**src/rtl/param_ring_fsm.sv**
```systemverilog
// Ring sequencer over NUM_STATES legal states with up/down stepping, per-state dwell,
// synchronous load and recovery from illegal encodings. Optional one-hot output: PARAM_RING_FSM_ONEHOT_EN.
module param_ring_fsm #(
  parameter int NUM_STATES = 3,
  parameter int STATE_W    = 2,
  parameter int DWELL      = 1
) (
  input  logic               clk,
  input  logic               rst_n,
  input  logic               en,
  input  logic               dir,
  input  logic               load,
  input  logic [STATE_W-1:0] load_state,
  input  logic               clr_err,
  output logic [STATE_W-1:0] state,
  output logic               wrap,
  output logic               err
`ifdef PARAM_RING_FSM_ONEHOT_EN
  ,
  output logic [NUM_STATES-1:0] state_oh
`endif
);

  localparam int CNT_W = (DWELL > 1) ? $clog2(DWELL) : 1;
  localparam logic [CNT_W-1:0]   CNT_LAST = CNT_W'(DWELL - 1);
  localparam logic [STATE_W-1:0] LAST     = STATE_W'(NUM_STATES - 1);
  localparam logic [STATE_W:0]   LIMIT    = (STATE_W + 1)'(NUM_STATES);

  logic [STATE_W-1:0] state_reg, state_nxt;
  logic [CNT_W-1:0]   cnt_reg, cnt_nxt;
  logic               wrap_reg, wrap_nxt;
  logic               err_reg, err_nxt;
  logic               err_set;

  function automatic logic is_legal(input logic [STATE_W-1:0] s);
    return {1'b0, s} < LIMIT;
  endfunction

  always_ff @(posedge clk) begin
    if (!rst_n) begin
      state_reg <= '0;
      cnt_reg   <= '0;
      wrap_reg  <= 1'b0;
      err_reg   <= 1'b0;
    end else begin
      state_reg <= state_nxt;
      cnt_reg   <= cnt_nxt;
      wrap_reg  <= wrap_nxt;
      err_reg   <= err_nxt;
    end
  end

  always_comb begin
    state_nxt = state_reg;
    cnt_nxt   = cnt_reg;
    wrap_nxt  = 1'b0;
    err_set   = 1'b0;
    if (!is_legal(state_reg)) begin
      state_nxt = '0;
      cnt_nxt   = '0;
      err_set   = 1'b1;
    end else if (load) begin
      cnt_nxt = '0;
      if (is_legal(load_state)) begin
        state_nxt = load_state;
      end else begin
        state_nxt = '0;
        err_set   = 1'b1;
      end
    end else if (en) begin
      if (cnt_reg == CNT_LAST) begin
        cnt_nxt = '0;
        // dir only matters here, at the stepping edge
        if (!dir) begin
          if (state_reg == LAST) begin
            state_nxt = '0;
            wrap_nxt  = 1'b1;
          end else begin
            state_nxt = state_reg + 1'b1;
          end
        end else begin
          if (state_reg == '0) begin
            state_nxt = LAST;
            wrap_nxt  = 1'b1;
          end else begin
            state_nxt = state_reg - 1'b1;
          end
        end
      end else begin
        cnt_nxt = cnt_reg + 1'b1;
      end
    end
    // a new error on the same edge as clr_err keeps err set
    err_nxt = (err_reg & ~clr_err) | err_set;
  end

  always_comb begin
    state = state_reg;
    wrap  = wrap_reg;
    err   = err_reg;
  end

`ifdef PARAM_RING_FSM_ONEHOT_EN
  logic [NUM_STATES-1:0] oh_reg, oh_nxt;

  always_comb begin
    oh_nxt = '0;
    for (int i = 0; i < NUM_STATES; i++) begin
      if ({1'b0, state_nxt} == (STATE_W + 1)'(i)) oh_nxt[i] = 1'b1;
    end
  end

  always_ff @(posedge clk) begin
    if (!rst_n) oh_reg <= NUM_STATES'(1);
    else        oh_reg <= oh_nxt;
  end

  assign state_oh = oh_reg;
`else
  // no one-hot decode in this build
`endif

endmodule
```
**config.mk**
```make
export PLATFORM = sky130hd
export DESIGN_NAME = param_ring_fsm
export DESIGN_NICKNAME = d
export VERILOG_FILES = /design/src/rtl/param_ring_fsm.sv
export SDC_FILE = /design/constraint.sdc
export NUM_CORES = 1
export LEC_CHECK = 0
export CORE_AREA = 2 2 39 41
export CTS_CLUSTER_DIAMETER = 50
export CTS_CLUSTER_SIZE = 25
export DETAILED_ROUTE_END_ITERATION = 6
export DIE_AREA = 0 0 41 43
export MAX_ROUTING_LAYER = met4
export PLACE_DENSITY = 0.57
export SKIP_CTS_REPAIR_TIMING = 1
export SLEW_MARGIN = 20
export SYNTH_ARGS = -nofsm -noshare
export SYNTH_HDL_FRONTEND = slang
export SYNTH_SLANG_ARGS = --single-unit
```
**constraint.sdc**
```tcl
create_clock -name clk -period 1.1 [get_ports clk]
set_input_delay 0.22 -clock clk [delete_from_list [all_inputs] [get_ports clk]]
set_output_delay 0.22 -clock clk [all_outputs]
set_load 0.02 [all_outputs]
```
Word level (Yosys, flattened, before mapping)
Cells that the tools add are included.
{ "word_totals": {"reg_bits": 5, "latch_bits": 0, "ram_bits": 0, "rom_bits": 0, "input_bits": 8, "output_inout_bits": 4, "word_cells": 37, "memories": 0} }
{ "classes": {"n_addsub": 3, "n_mul": 0, "n_div": 0, "magnitude_cmp": 2, "n_eq_ne": 2, "shift": 0, "n_mux": 14, "bitwise_logic": 6, "n_reduce_logical": 6} }
{ "op_table": {"columns": ["operator", "n"], "rows": [
  ["$mux W2", 7],
  ["$mux W1", 7],
  ["$reduce_or A5 Y1", 1],
  ["$lt A2 B2 Y1 const B", 2],
  ["$not A1 Y1", 4],
  ["$reduce_and A2 Y1", 2],
  ["$reduce_or A3 Y1", 1],
  ["$add A2 B1 Y2 const B", 1],
  ["$eq A2 B2 Y1 const B", 1],
  ["$logic_not A2 Y1", 1],
  ["$ne A2 B2 Y1 const B", 1],
  ["$reduce_bool A2 Y1", 1],
  ["$sub A2 B1 Y2 const B", 1],
  ["$add A1 B1 Y1 const B", 1],
  ["$and A1 B1 Y1", 1],
  ["$or A1 B1 Y1", 1]
]} }

Depth between registers and ports, before layout
{ "logic_depth": {"depth_word": 6, "mapped_depth": 5, "depth_no_buf": 5} }

Least setup slack after synthesis
Ideal clock, no wire load.
{ "synth_path": {"kind": "register -> register", "start": "register state_reg[0] (netlist: state[0])", "end": "register state_reg[0] (netlist: state[0])", "setup_time_ps": 116, "arrival_time_ps": 1187, "required_ps": 984, "slack_ps": -204, "stages_incl_launch_ff": 6, "path_buffers": 0, "synth_period_minus_slack_ps": 1304, "path_cell_list": "dfxtp_1 inv_1 ha_1 mux2_1 nand2_1 a21oi_2"} }
{ "synth_via": {"elab_chain_cells": 6, "word_cells_on_any_way": 12, "classes_between": "add/sub (2); order compare (1); eq/ne (1); mux (6); reduce/logical (2)"} }
{ "synth_rtl": {"columns": ["element", "line", "rtl"], "rows": [
  ["from (decl)", "29", "logic [STATE_W-1:0] state_reg, state_nxt;"],
  ["from (signal assigned)", "46", "state_reg <= state_nxt;"],
  ["$add A2 B1 Y2, or another cell as far along", "79", "state_nxt = state_reg + 1'b1;"],
  ["$mux W2, on equally long branches", "75, 82", null],
  ["$mux W2", "74", "if (!dir) begin"],
  ["$mux W2", "71", "if (cnt_reg == CNT_LAST) begin"],
  ["$mux W2", "70", "end else if (en) begin"],
  ["$mux W2", "62", "end else if (load) begin"]
]} }
Several ways; a longest one is shown, not always the timed one. The select of a mux whose other input is x is not followed.
A chain may end at the register's enable or synchronous reset.

Worst setup path after layout
Ends and elaborated chain as after synthesis.

==> results by group <==
Global route
  • GRT Resource Usage Total: 8.32%
  • Vias in the first global route: 234
  • Initial antenna violation count: 0
  • Largest net degree at the start of global routing: 7
  • GRT Residual Overflow: 0
  • First-pass GRT wire length: 897 um

Die
  • Die area: 1760 um^2
  • Initial cell density of the core: 19.3%
  • Core area: 1380 um^2
  • Die X: 41 um
  • Die H: 43 um
  • Number of primary I/O pins: 12
  • Core Rows: 14

Timing
  • Pins over their slew limit: 0
  • Final setup fails: 0
  • Final TNS setup: 0 ns
  • Minimum clock period after layout: 1.07 ns
  • Tcrit/Tclk final: 97.2%
  • Clk_skew: 0.00954 ns
  • RSZ-0062 raised after global routing: true
  • Fmax: 935 MHz
  • Final hold vios: 0
  • Slew @ Worst Pin: 0.226 ns
  • Slew margin rel.: 84.9%
  • Setup slack after layout: 0.0304 ns

Clocking
  • Clock root cell: clkbuf_4
  • H-tree depth: 1
  • CTS Buffer Depth: 2
  • CTS Buf Count: 3
  • Clk_lat worst skew: 0.24 ns
  • Clock transition at path regs: 0.05 ns
  • Clk sink count: 4
  • CTS tree: yes

Critical path
  • Setup crit end kind: flop
  • CP startpoint kind: flop
  • Reg2Reg Depth: 5
  • Critical path peak fanout: 4
  • Worst EP arrival: 1.20 ns
  • Critical path cell sequence: inv_4 > ha_2 > mux2_4 > nand2_2 > a21oi_2
  • Crit-path slowest cell: dfxtp_4
  • Largest delay share family, worst path: flip-flops
  • Worst Path Required: 1.23 ns
  • Largest stage delay, worst path: 0.37 ns
  • CP Depth: 5
  • Crit Path Class: reg -> reg
  • CP Buf/Inv Count: 1

Logic synthesis
  • Synth Cell Area: 267 um^2
  • Seq/Total Area, Yosys: 30.0%
  • Post-synth EDFFs: 0
  • Synth Flop Type: dfxtp_1
  • FFs w/ async S/R, synth: 0%
  • Gate Count Post-Synth: 29
  • Commonest cells post-synth: dfxtp_1, ha_1, inv_1
  • Synth area leader: dfxtp_1
  • Average size of a mapped cell: 9.19 um^2
  • Seq cells post-synth: 4
  • Synth top area cells: dfxtp_1, ha_1, nor2b_1
  • Syn_nets: 41
  • Top-area cell type share of the netlist area: 30.0%
  • Synth cell types: 18
  • Ys Warns: 0

Place
  • Post-DP Area: 428 um^2
  • Pre-CTS setup slack: -0.192 ns
  • Port buffer count: 11
  • RD Place Congestion: 0.669
  • Placed cell count: 58
  • HPWL after DPL: 472 um

Layout
  • Final net count: 59
  • Layout area overhead: 84.5%
  • Max reg flops: 2
  • Ant. Diodes: 0
  • Non-filler cells, final: 62
  • Final instance area: 492 um^2
  • Share of cells above drive strength 1: 37.0%

Run
  • Max_cap viols: 0

Route
  • DRC viols: 0
  • DR vias: 259
  • Post-DRT Antenna Nets: 0
  • Routed WL: 621 um
  • DR WL/cell: 10.0 um
  • Length of the first detailed-routing pass in iterations: 3
  • DRT iter0 DRCs: 5
  • Via/cell ratio: 4.18

Power
  • VDD IR-drop max: 0.000284 V
  • Leakage: 0.256 nW
  • Pwr per Cell Area: 1000 nW/um^2
  • Tot Pwr: 0.000492 W

Hold path
  • Hold Crit Depth: 2
  • Worst Hold Class: reg -> reg

Outcome
  • Status: finished clean
## layout make-up
class                           count  area (um^2)
Fill cell                         143          892
Multi-Input combinational cell     22          206
Timing Repair Buffer               13          135
Sequential cell                     4         87.6
Clock buffer                        4         26.3
Tap cell                           16         20.0
Inverter                            3         16.3
## logic make-up after synthesis
| family | count (synthesis) | synth area share [%] |
|---|---|---|
| simple gates | 9 | 20.2 |
| compound gates | 7 | 18.8 |
| fa+ha+maj | 4 | 18.8 |
| flops | 4 | 30.0 |
| buf+inv | 3 | 4.23 |
| mux | 2 | 7.98 |
## where the power goes
part / leakage, nW / internal, W / switching, W
logic: 0.206 / 0.0000735 / 0.0000514
clock network: 0.0150 / 0.000137 / 0.0000703
registers: 0.0341 / 0.000152 / 0.00000858
## cells in the final DEF (no fill, tap or decap), types with 2 or more instances in the layout
master	instances
clkdlybuf4s50_1	7
dlymetal6s2s_1	4
clkbuf_4	3
inv_4	2
a21oi_1	2
ha_1	2
dfxtp_1	2
buf_4	2
dfxtp_4	2
## metal layers
metal	global-route usage [%]	up-vias	share of wire [%]
met2	10.9	8	46
met5	-	-	0
met4	8.00	0	0
met3	3.66	0	8.9
li1	-	138	-
met1	8.65	113	45
## worst register-to-register path: stages (launching register included)
cell	delay (ns)
dfxtp_4	0.37
inv_4	0.05
ha_2	0.18
mux2_4	0.26
nand2_2	0.06
a21oi_2	0.05
## metrics by stage
step | hold WS (ns) | util, %
3_5_place_dp | 0.536 | 30.9
6_report | 0.534 | 35.5
4_1_cts | 0.541 | 32.8
5_1_grt | 0.561 | 35.5
2_1_floorplan | 0.374 | -
3_3_place_gp | 0.533 | 30.9
## final timing paths
path | startpoint | endpoint | slack, ns
worst max-delay path | state[0] | state[0] | 0.03
worst min-delay path | err | err | 0.53
worst max register to register | state[0] | state[0] | 0.03
worst min register to register | err | err | 0.53
Note: power is estimated with default switching activity, not from simulation.
